$ cat src/rtl/op_pkg.sv
// Shared types and sizing for the round-robin operation-unit arbiter.
package op_pkg;

    localparam int DEF_N   = 4;
    localparam int DEF_BW  = 16;
    localparam int DEF_TMO = 15;

    function automatic int tmo_width(input int tmo);
        return $clog2(tmo + 1);
    endfunction

    localparam int TMO_W = tmo_width(DEF_TMO);

    typedef enum logic [2:0] {
        ST_IDLE,
        ST_LAUNCH,
        ST_WAIT_BUSY,
        ST_WAIT_DONE,
        ST_RESP
    } state_t;

endpackage

$ cat src/rtl/op_rr_pick.sv
// Combinational round-robin pick: first set request at or after PTR, wrapping.
module op_rr_pick #(
    parameter int N  = 4,
    parameter int IW = $clog2(N)
) (
    input  logic [N-1:0]  REQ,
    input  logic [IW-1:0] PTR,
    output logic          GRANT_VALID,
    output logic [IW-1:0] GRANT_IDX
);

    // Scan from the farthest offset down so the nearest requester wins last.
    always_comb begin
        GRANT_VALID = 1'b0;
        GRANT_IDX   = '0;
        for (int k = N - 1; k >= 0; k--) begin
            if (REQ[(int'(PTR) + k) % N]) begin
                GRANT_VALID = 1'b1;
                GRANT_IDX   = IW'((int'(PTR) + k) % N);
            end
        end
    end

endmodule

$ cat src/rtl/op_arbiter_rr.sv
// Shares one start/ready successor unit among N requesters, round-robin.
// States: IDLE arbitrate | LAUNCH raise start | WAIT_BUSY await ready fall | WAIT_DONE await result | RESP acknowledge
module op_arbiter_rr
    import op_pkg::*;
#(
    parameter int N   = DEF_N,
    parameter int BW  = DEF_BW,
    parameter int TMO = DEF_TMO
) (
    input  logic          CLK,
    input  logic          RST,
    input  logic [N-1:0]  REQ,
    input  logic [N*BW-1:0] OPS,
    output logic [N-1:0]  ACK,
    output logic          ERR,
    output logic [BW-1:0] RES,
    output logic          U_ST,
    output logic [BW-1:0] U_IN,
    input  logic          U_RD,
    input  logic [BW-1:0] U_RES
);

    localparam int IW = $clog2(N);
    localparam int TW = tmo_width(TMO);

    state_t        state_q, state_d;
    logic [IW-1:0] sel_q, sel_d;
    logic [IW-1:0] ptr_q, ptr_d;
    logic [BW-1:0] opnd_q, opnd_d;
    logic [BW-1:0] res_q, res_d;
    logic [TW-1:0] tmo_q, tmo_d;
    logic          err_q, err_d;

    logic [IW-1:0] nxt_ptr;
    logic [IW-1:0] pick_ptr;
    logic          grant_valid;
    logic [IW-1:0] grant_idx;
    logic          grant;

    assign nxt_ptr = (sel_q == IW'(N - 1)) ? '0 : sel_q + IW'(1);

    // RESP arbitrates with the already-advanced pointer so back-to-back grants cost no idle cycle.
    assign pick_ptr = (state_q == ST_RESP) ? nxt_ptr : ptr_q;

    op_rr_pick #(.N(N), .IW(IW)) u_pick (
        .REQ         (REQ),
        .PTR         (pick_ptr),
        .GRANT_VALID (grant_valid),
        .GRANT_IDX   (grant_idx)
    );

    assign grant = grant_valid && U_RD && (state_q == ST_IDLE || state_q == ST_RESP);

    always_comb begin
        state_d = state_q;
        sel_d   = sel_q;
        ptr_d   = ptr_q;
        opnd_d  = opnd_q;
        res_d   = res_q;
        tmo_d   = tmo_q;
        err_d   = err_q;
        unique case (state_q)
            ST_IDLE: ;
            ST_LAUNCH: begin
                tmo_d   = TW'(TMO - 1);
                state_d = ST_WAIT_BUSY;
            end
            ST_WAIT_BUSY: begin
                if (!U_RD) begin
                    state_d = ST_WAIT_DONE;
                end else if (tmo_q == '0) begin
                    err_d   = 1'b1;
                    state_d = ST_RESP;
                end else begin
                    tmo_d = tmo_q - TW'(1);
                end
            end
            ST_WAIT_DONE: begin
                if (U_RD) begin
                    res_d   = U_RES;
                    state_d = ST_RESP;
                end
            end
            ST_RESP: begin
                ptr_d   = nxt_ptr;
                state_d = ST_IDLE;
            end
            default: state_d = ST_IDLE;
        endcase
        if (grant) begin
            sel_d   = grant_idx;
            opnd_d  = OPS[int'(grant_idx) * BW +: BW];
            err_d   = 1'b0;
            state_d = ST_LAUNCH;
        end
    end

    always_ff @(posedge CLK) begin
        if (RST) begin
            state_q <= ST_IDLE;
            sel_q   <= '0;
            ptr_q   <= '0;
            opnd_q  <= '0;
            res_q   <= '0;
            tmo_q   <= '0;
            err_q   <= 1'b0;
        end else begin
            state_q <= state_d;
            sel_q   <= sel_d;
            ptr_q   <= ptr_d;
            opnd_q  <= opnd_d;
            res_q   <= res_d;
            tmo_q   <= tmo_d;
            err_q   <= err_d;
        end
    end

    assign U_ST = (state_q == ST_LAUNCH) || (state_q == ST_WAIT_BUSY);
    assign U_IN = opnd_q;
    assign RES  = res_q;
    assign ACK  = (state_q == ST_RESP) ? (N'(1) << sel_q) : '0;
    assign ERR  = (state_q == ST_RESP) && err_q;

endmodule

$ cat config.mk
export PLATFORM = sky130hd
export DESIGN_NAME = op_arbiter_rr
export DESIGN_NICKNAME = d
export VERILOG_FILES = /design/src/rtl/op_pkg.sv /design/src/rtl/op_rr_pick.sv /design/src/rtl/op_arbiter_rr.sv
export SDC_FILE = /design/constraint.sdc
export NUM_CORES = 1
export LEC_CHECK = 0
export CAP_MARGIN = 15
export CORE_ASPECT_RATIO = 1.25
export CORE_UTILIZATION = 58
export CTS_CLUSTER_SIZE = 14
export DETAILED_ROUTE_END_ITERATION = 10
export DONT_BUFFER_PORTS = 1
export HOLD_SLACK_MARGIN = 0.12
export PLACE_DENSITY = 0.78
export SYNTH_ARGS = -nofsm -noshare
export SYNTH_HDL_FRONTEND = slang
export SYNTH_HIERARCHICAL = 1
export SYNTH_SLANG_ARGS = --single-unit
$ cat constraint.sdc
create_clock -name CLK -period 7.2 [get_ports CLK]
set_input_delay 1.08 -clock CLK [delete_from_list [all_inputs] [get_ports CLK]]
set_output_delay 1.08 -clock CLK [all_outputs]
set_load 0.01 [all_outputs]
==> results of run 1 <==
-- cells in the final DEF, fill, tap and decap left out, types with 2 or more instances in the layout --
cell,instances
sky130_fd_sc_hd__dfxtp_1,44
sky130_fd_sc_hd__nand2_1,34
sky130_fd_sc_hd__a21oi_1,19
sky130_fd_sc_hd__mux4_2,16
sky130_fd_sc_hd__a22o_1,16
sky130_fd_sc_hd__nor2_1,12
sky130_fd_sc_hd__inv_1,5
sky130_fd_sc_hd__and2_1,5
sky130_fd_sc_hd__ha_1,5
sky130_fd_sc_hd__clkbuf_8,5
sky130_fd_sc_hd__nor3b_1,3
sky130_fd_sc_hd__mux2i_1,3
sky130_fd_sc_hd__mux2_2,2
sky130_fd_sc_hd__nand4b_1,2
sky130_fd_sc_hd__nor3_1,2
sky130_fd_sc_hd__nor2b_1,2
sky130_fd_sc_hd__or3_1,2
sky130_fd_sc_hd__o21ai_0,2
sky130_fd_sc_hd__a31oi_1,2
sky130_fd_sc_hd__o211a_1,2
sky130_fd_sc_hd__a211oi_1,2
sky130_fd_sc_hd__bufinv_16,2
sky130_fd_sc_hd__nand2b_1,2
-- worst reg2reg max path, delay by kind of cell (launching register included) --
family	cells	cell delay, ns
compound gates	2	0.65
mux	3	1.13
flops	1	0.47
simple gates	1	0.39
buf+inv	1	0.24
-- routing by layer --
layer  up-vias  global-route usage (%)
met5         -                       0
met4         0                    9.49
met3         8                    7.04
met2        83                    45.5
met1       791                    23.5
li1        750                       -
-- registers in the layout, summed over array words and instances (netlist names) --
| register | count |
|---|---|
| RES | 16 |
| U_IN | 16 |
| tmo_q | 4 |
| state_q | 3 |
| ptr_q | 2 |
| sel_q | 2 |
| err_q | 1 |
-- area by class of cell --
cell class	instances	area share, %
flip-flops and latches	44	38.0
repair buffers	2	0.971
well taps	39	2.10
clock buffers	5	2.97
inverters	5	0.809
clock inverters	2	2.59
multi-input cells	147	52.6
-- where the power goes --
group          internal, mW  total [mW]  switching (mW)
combinational        0.0412      0.0752          0.0340
sequential            0.258       0.275          0.0175
clock                 0.137       0.218          0.0811
-- cells by family (layout without fill, tap and decap cells) --
group | count (synthesis) | count (layout) | synth area share (%)
DFF | 44 | 44 | 39.5
AOI/OAI and AO/OA | 45 | 45 | 14.0
adders and majority gates | 5 | 5 | 2.80
xor gates and xnor gates | 1 | 1 | 0.393
buffers and inverters | 23 | 14 | 6.23
muxes | 21 | 21 | 18.5
and+or+nand+nor | 75 | 75 | 18.6
-- worst min path at each step --
stage | startpoint | to | slack (ns)
6_report | RES[4] | RES[4] | 0.50
5_1_grt | RES[14] | RES[14] | 0.52
4_1_cts | RES[4] | RES[4] | 0.50
3_5_place_dp | RES[4] | RES[4] | 0.49
3_3_place_gp | tmo_q[3] | tmo_q[3] | 0.48
2_1_floorplan | err_q | err_q | 0.48
==> results.md, run 1 <==
Run status:
- The flow ran to the end, but the final reports show violations.
- The checks that failed: design-rule violations.

Drt:
- After detailed routing, the met2 layer carries 2750 um of wire.
- The wire length after detailed routing is 5060 um.
- The post-detailed-route count of antenna-violating nets is 0.
- The wire length on met1 is ~1800 um.
- For this run, design rule violations remaining after detail routing come to 12.
- Before antenna repair, the detailed router went through 8 iterations.
- The detailed router's first-iteration violation count is 107.
- The number of vias after detailed routing is around 1.6k.
- Wire segments on met3 add up to 444 um in the final route.
- Routed signal wires occupy layers up through met4.
- After detailed routing, the number of vias per cell comes to 6.69.
- The final routed wire length divided by cell count is 20.7 um.

Yosys:
- The fraction of synthesized cell area taken by the top area cell type is between 30% and 40%.
- By count the netlist is led by sky130_fd_sc_hd__dfxtp_1 (44), sky130_fd_sc_hd__nand2_1 (34), sky130_fd_sc_hd__a21oi_1 (19).
- The share of flip-flops with an asynchronous set or reset is 0%.
- The most used flip-flop cell after synthesis is sky130_fd_sc_hd__dfxtp_1.
- The most frequent cell after synthesis is sky130_fd_sc_hd__dfxtp_1.
- The mapped netlist covers about 2200 um^2.
- The number of unique standard cell types used by synthesis is 41.
- Counting flops with a built-in enable in the synthesized netlist gives 0.
- The part of the Yosys area used for sequential elements is 39.5%.
- The post-synthesis cell type with the largest combined area is sky130_fd_sc_hd__dfxtp_1.
- By area the synthesized netlist is led by sky130_fd_sc_hd__dfxtp_1 (39%), sky130_fd_sc_hd__mux4_2 (16%), sky130_fd_sc_hd__a22o_1 (6.3%).
- The net count of the mapped netlist is 306.
- The mean cell area of the mapped netlist is 10.4 um^2.
- The number of warning messages in the yosys log is 6.
- The number of cells produced by synthesis is ~210.
- The synthesized design contains 44 register bits.

Final layout:
- Compared with the post-synthesis result, the final layout area differs by 3.93%.
- The post-route core utilization is 64.9%.
- Excluding fillers, the count of instances in the completed layout stands at 244.
- The multi-input combinational cells in the finished layout cover a total of 1220 um^2.
- After filler insertion, the fill cell instance count of the layout stands at 274.
- The finished cells cover 2320 um^2.
- In the final layout, flip-flops and latches occupy 881 um^2.
- The share of final-layout standard cells stronger than drive strength 1 is 15.6%.
- The number of antenna diodes in the final layout is 0.
- The net count of the finished layout is just under 300.

Min path:
- The hold path depth is 2.
- The tightest min-delay check is of the reg -> reg type.

Critical path:
- Broken down by cell family, the worst path's largest delay share belongs to multiplexers.
- The sort of element at the end of the critical path is a flip-flop.
- The path type of the worst setup path is reg -> reg.
- The worst setup path startpoint is state_q[2].
- The largest single stage delay on the critical path is 0.51 ns.
- The total buffers and inverters traversed by the critical path is 1.
- In this run the critical register-to-register path is launched from state_q[2].
- The number of cells on the worst reg-to-reg path is 7.
- Data on the critical path arrives at its endpoint at 3.17 ns.
- The slowest cell on the critical path is sky130_fd_sc_hd__mux4_2.
- The peak fanout along the critical path is 13.
- The critical path depth is 7.
- The type of element launching the critical path is a flip-flop.
- STA puts the critical path data required time at 7.39 ns.
- The worst setup path endpoint is U_IN[5].
- The slack of the worst reg-to-reg path is 4.22 ns.
- The critical path goes through nor3b_2, mux2_2, mux2i_1, a211oi_4, buf_8, mux4_2, a22o_1.
- The worst reg2reg path endpoint is U_IN[5].

Power and ir drop:
- The worst-case IR drop observed on VDD is 0.158 mV.
- Summed over all cells, the static leakage comes to roughly 0.82 nW.
- The power density of the placed cells is about 250 nW/um^2.
- The design draws between 500 and 600 uW.

STA:
- Static timing analysis puts the maximum clock frequency at roughly 340 MHz.
- The max-slew violation count is 0.
- The worst hold slack across all endpoints is 0.503 ns.
- The final critical-path share of the clock period is 41.4%.
- The final worst slack is 4.22 ns.
- The transition time at the pin with the least slew margin is 0.767 ns.
- The worst clock skew on the final layout is 0.0109 ns.
- The total count of hold-check failures in the final report is 0.
- Setup repair after global routing left no endpoint under its margin.
- The relative slew slack is 48.8%.
- After layout, the minimum clock period comes to 2.98 ns.
- In the final timing run, aggregate negative setup slack is 0 ns.
- Setup violations remaining at the end of the flow were counted as 0.

GRT:
- Entering global routing, the biggest net connects 31 pins.
- Global routing used 23.9% of the available tracks.
- The global-route wire length before repair is 7510 um.
- The initial antenna violation count came to 0.
- The total global routing overflow is 0.
- The via count of the first global-routing pass is 1622.

CTS:
- TritonCTS built the clock tree.
- The clock insertion delay at the later pin of the skew report is approximately 0.3 ns.
- The buffer depth of the longest clock path is 2.
- The number of hold-repair buffers added at the cts stage is 0.
- After clock tree synthesis, the repair step resized 0 gates.
- In this run, CTS created clock tree buffers numbering 5.
- The number of buffers added for setup after CTS is 0.
- The clock net sink count is 44.
- The H-tree was split into 2 levels.
- The cell sitting at the root of the clock tree is a sky130_fd_sc_hd__clkbuf_8.
- The clock transition at the registers of the reported paths is ~0.080 ns.

Place:
- The placed instances occupy a cell area of 2170 um^2.
- The placed wire-length estimate is 3810 um.
- The final RePlAce weighted congestion is 0.844.
- The number of placed instances, taps included, is 236.
- During placement, the flow inserted port buffers numbering 0.
- The setup slack at placement is 3.71 ns.

Floorplan:
- The count of boundary I/O pins is approximately 130.
- The site row count is 24.
- The initial cell density of the core is 62.4%.
- The die area is 4100 um^2.
- The height of the chip is 71.3 um.
- The total core area is 3570 um^2.
- The die is 57.5 um wide.

Flow run:
- Max-cap violations in this run came to 0.
No activity file was read; power rests on OpenSTA's default activity.
==> inputs of run 2 (changes only) <==
CORE_UTILIZATION = 56   (was 58)
clock period = 2.7 ns   (was 7.2 ns; I/O delays follow)
==> run 2 against run 1 <==
Combinational power increased to 3.0 times the previous value. Largest cell class unchanged. Clock skew decreased by 0.0084 ns. Utilization decreased by 2.3 points. Die area increased by 3.5%. Global-route usage decreased by 0.20 points. Worst setup slack got worse by 4.1 ns. Clock power increased by 90%. Final area increased by 2.1%. The run now ends clean. Critical path depth increased by 1. Cell count increased by 8.6%. Via count increased by 0.37%. Register-to-register slack got worse by 4.1 ns.
==> results.md, run 2 (same netlist as run 1, synthesis figures left out) <==
Final layout:
- The most common cell after layout, fill and taps aside is sky130_fd_sc_hd__dfxtp_1.
- The count of antenna diodes in the layout is 0 (unchanged).
- The number of nets in the layout is 302 (+1.7%).
- The cell area after layout is 2370 um^2 (+2.1%).
- The combined area of the multi-input logic cells is 1220 um^2 (+0.51%).
- The share of final-layout standard cells stronger than drive strength 1 is 18.0% (+2.4 points).
- In the layout the commonest cells are sky130_fd_sc_hd__dfxtp_1 (42), sky130_fd_sc_hd__nand2_1 (34), sky130_fd_sc_hd__a21oi_1 (19).
- The sequential standard cell area is 883 um^2 (+0.28%).
- Relative to the synthesized area, the layout overhead comes to 6.11%.
- The number of filler instances in the final layout is 314 (+15%).

Min path:
- The classification of the worst-slack hold path is in -> reg.

Place:
- The final RePlAce weighted congestion was 0.764 (-9.5%).
- The placement-stage cell area is 2250 um^2 (+3.5%).
- The count of port buffers added during placement is 0 (unchanged).
- The placed wire-length estimate was 3830 um (+0.59%).

Drt:
- The post-detailed-route count of antenna-violating nets is 0 (unchanged).
- The wire length after detailed routing is 5120 um (+1.2%).
- The ratio of routed vias to standard cells came to 6.18 (-7.6%).
- The met3 wire length is 430 um (-3.2%).
- The final routed wire length divided by cell count was 19.3 um (-6.9%).
- The number of remaining DRC errors is 0 (-12).
- The met2 layer wire length in the routed design is 2850 um (+3.5%).
- Routed signal wires occupy layers up through met4.
- The number of iterations in the first detailed-routing pass is 4 (-4).
- The detailed router's first-iteration violation count came to 104 (-2.8%).
- The wire length on met1 is 1760 um (-1.7%).
- The number of vias after detailed routing is 1638 (+0.37%).

Critical path:
- The signal arrival time at the worst endpoint came to 2.78 ns (-0.39 ns).
- STA classifies the critical path endpoint as a flip-flop.
- The path type of the worst setup path is reg -> reg.
- The worst setup path is launched from a flip-flop.
- The peak fanout along the critical path is 9 (-4).
- The data required time of the critical path came to 2.89 ns (-4.50 ns).

CTS:
- The number of buffers inserted during clock tree synthesis came to 5 (unchanged).
- The number of hold-repair buffers added at the cts stage is 0 (unchanged).
- The clock transition at the registers of the reported paths is 0.08 ns (about the same).
- The clock insertion delay at the later pin of the skew report is 0.29 ns (about the same).
- The count of H-tree levels built during CTS is 2 (unchanged).
- The buffer depth of the longest clock path is 2 (unchanged).
- The CTS tree is done.
- The clock net sink count came to 44 (unchanged).
- The root cell of the clock tree is sky130_fd_sc_hd__clkbuf_8.

STA:
- The final critical path time including I/O delays and setup is 2.60 ns (-0.383 ns).
- The total count of hold-check failures in the final report is 0 (unchanged).
- The worst clock skew on the final layout is 0.00253 ns (-0.00837 ns).
- The maximum achievable frequency is 385 MHz (+15%).
- The final critical-path share of the clock period is 96.2% (+55 points).
- The relative slew slack came to 50.2% (+1.4 points).
- The worst hold slack across all endpoints is 0.179 ns (-0.324 ns).
- The total setup violations reported at the end of the flow is 0 (unchanged).
- The transition time at the pin with the least slew margin was 0.745 ns (-0.0217 ns).
- The max-slew violation count came to 0 (unchanged).

Power and ir drop:
- The power density of the placed cells is 577 nW/um^2 (+140%).
- The peak supply drop is 0.304 mV (+93%).
- The leakage power summed over all cells is 0.832 nW (+1.9%).

Floorplan:
- The height of the chip was 72.6 um (+1.7%).
- The total core area is 3780 um^2 (+5.9%).
- The initial cell density of the core is 58.9% (-3.5 points).
- The die area came to 4240 um^2 (+3.5%).
- The horizontal die dimension is 58.5 um (+1.7%).
- The site row count is 25 (+4.2%).
- The count of boundary I/O pins was 125 (unchanged).

GRT:
- The via count of the first global-routing pass is 1709 (+5.4%).
- The total global routing overflow came to 0 (unchanged).
- The initial antenna violation count is 0 (unchanged).
- The aggregate global-route resource usage came to 23.7% (-0.20 points).
- The global-route wire length before repair was 7530 um (+0.27%).
- The largest net degree at the start of global routing is 31 (unchanged).

Flow run:
- The max-cap check violation count is 0 (unchanged).

Run status:
- The run finished with clean final reports.
run 2: what timing repair did:
action                                  in CTS  in global routing
buffers inserted                             0                  0
endpoints found under the setup margin       0                  1
gates resized for setup                      0                  2
run 2: power breakdown:
part           internal (mW)  leakage, nW  switching [mW]
clock                  0.209       0.0455           0.206
combinational          0.122        0.428           0.102
sequential             0.688        0.359          0.0395
total                   1.02        0.832           0.348
run 2: final cells by class:
| class | instances | share of cell area (%) |
|---|---|---|
| timing repair buffer | 7 | 3.49 |
| tap | 54 | 2.85 |
| clock buffer | 8 | 3.81 |
| sequential | 44 | 37.3 |
| multi-input combinational | 147 | 51.7 |
| inverter | 5 | 0.793 |
run 2: critical path: stages (launching register included):
cell	delay (ns)
sky130_fd_sc_hd__dfxtp_2	0.37
sky130_fd_sc_hd__inv_1	0.07
sky130_fd_sc_hd__ha_1	0.28
sky130_fd_sc_hd__mux2_2	0.32
sky130_fd_sc_hd__mux2i_1	0.16
sky130_fd_sc_hd__a211oi_4	0.36
sky130_fd_sc_hd__buf_12	0.20
sky130_fd_sc_hd__mux4_2	0.50
sky130_fd_sc_hd__a22o_1	0.24
run 2: metrics by stage:
step	util, %	setup slack [ns]	instances	setup TNS, ns	total power [mW]
2_1_floorplan	-	0.0180	214	0	0.934
3_3_place_gp	59.4	0.154	256	0	0.942
3_5_place_dp	59.4	0.0741	256	0	0.958
4_1_cts	61.8	0.0682	264	0	1.37
5_1_grt	62.5	-0.000827	265	-0.000827	1.44
6_report	62.5	0.104	265	0	1.37
run 2: final timing paths:
check / start / end / slack [ns] / depth (start not counted)
setup / recovery: sel_q[0] / U_IN[15] / 0.10 / 8
hold / removal: RST / RES[7] / 0.18 / 1
setup reg to reg: sel_q[0] / U_IN[15] / 0.10 / 8
hold reg to reg: RES[12] / RES[12] / 0.50 / 2
run 2: per-layer routing:
layer,vias up,GRT usage [%]
li1,766,-
met1,779,22.7
met2,85,45.2
met3,8,6.77
met4,0,11.1
met5,-,0
==> inputs of run 3 (changes only) <==
==> constraint.sdc (replaced) <==
create_clock -name CLK -period 2.7 [get_ports CLK]
set_input_delay 0.54 -clock CLK [delete_from_list [all_inputs] [get_ports CLK]]
set_output_delay 0.54 -clock CLK [all_outputs]
set_load 0.01 [all_outputs]
==> results of run 3 <==
Same layout as run 2 (identical final DEF). Status: completed.
Among the figures that moved: hold slack 0.179 ns -> 0.314 ns
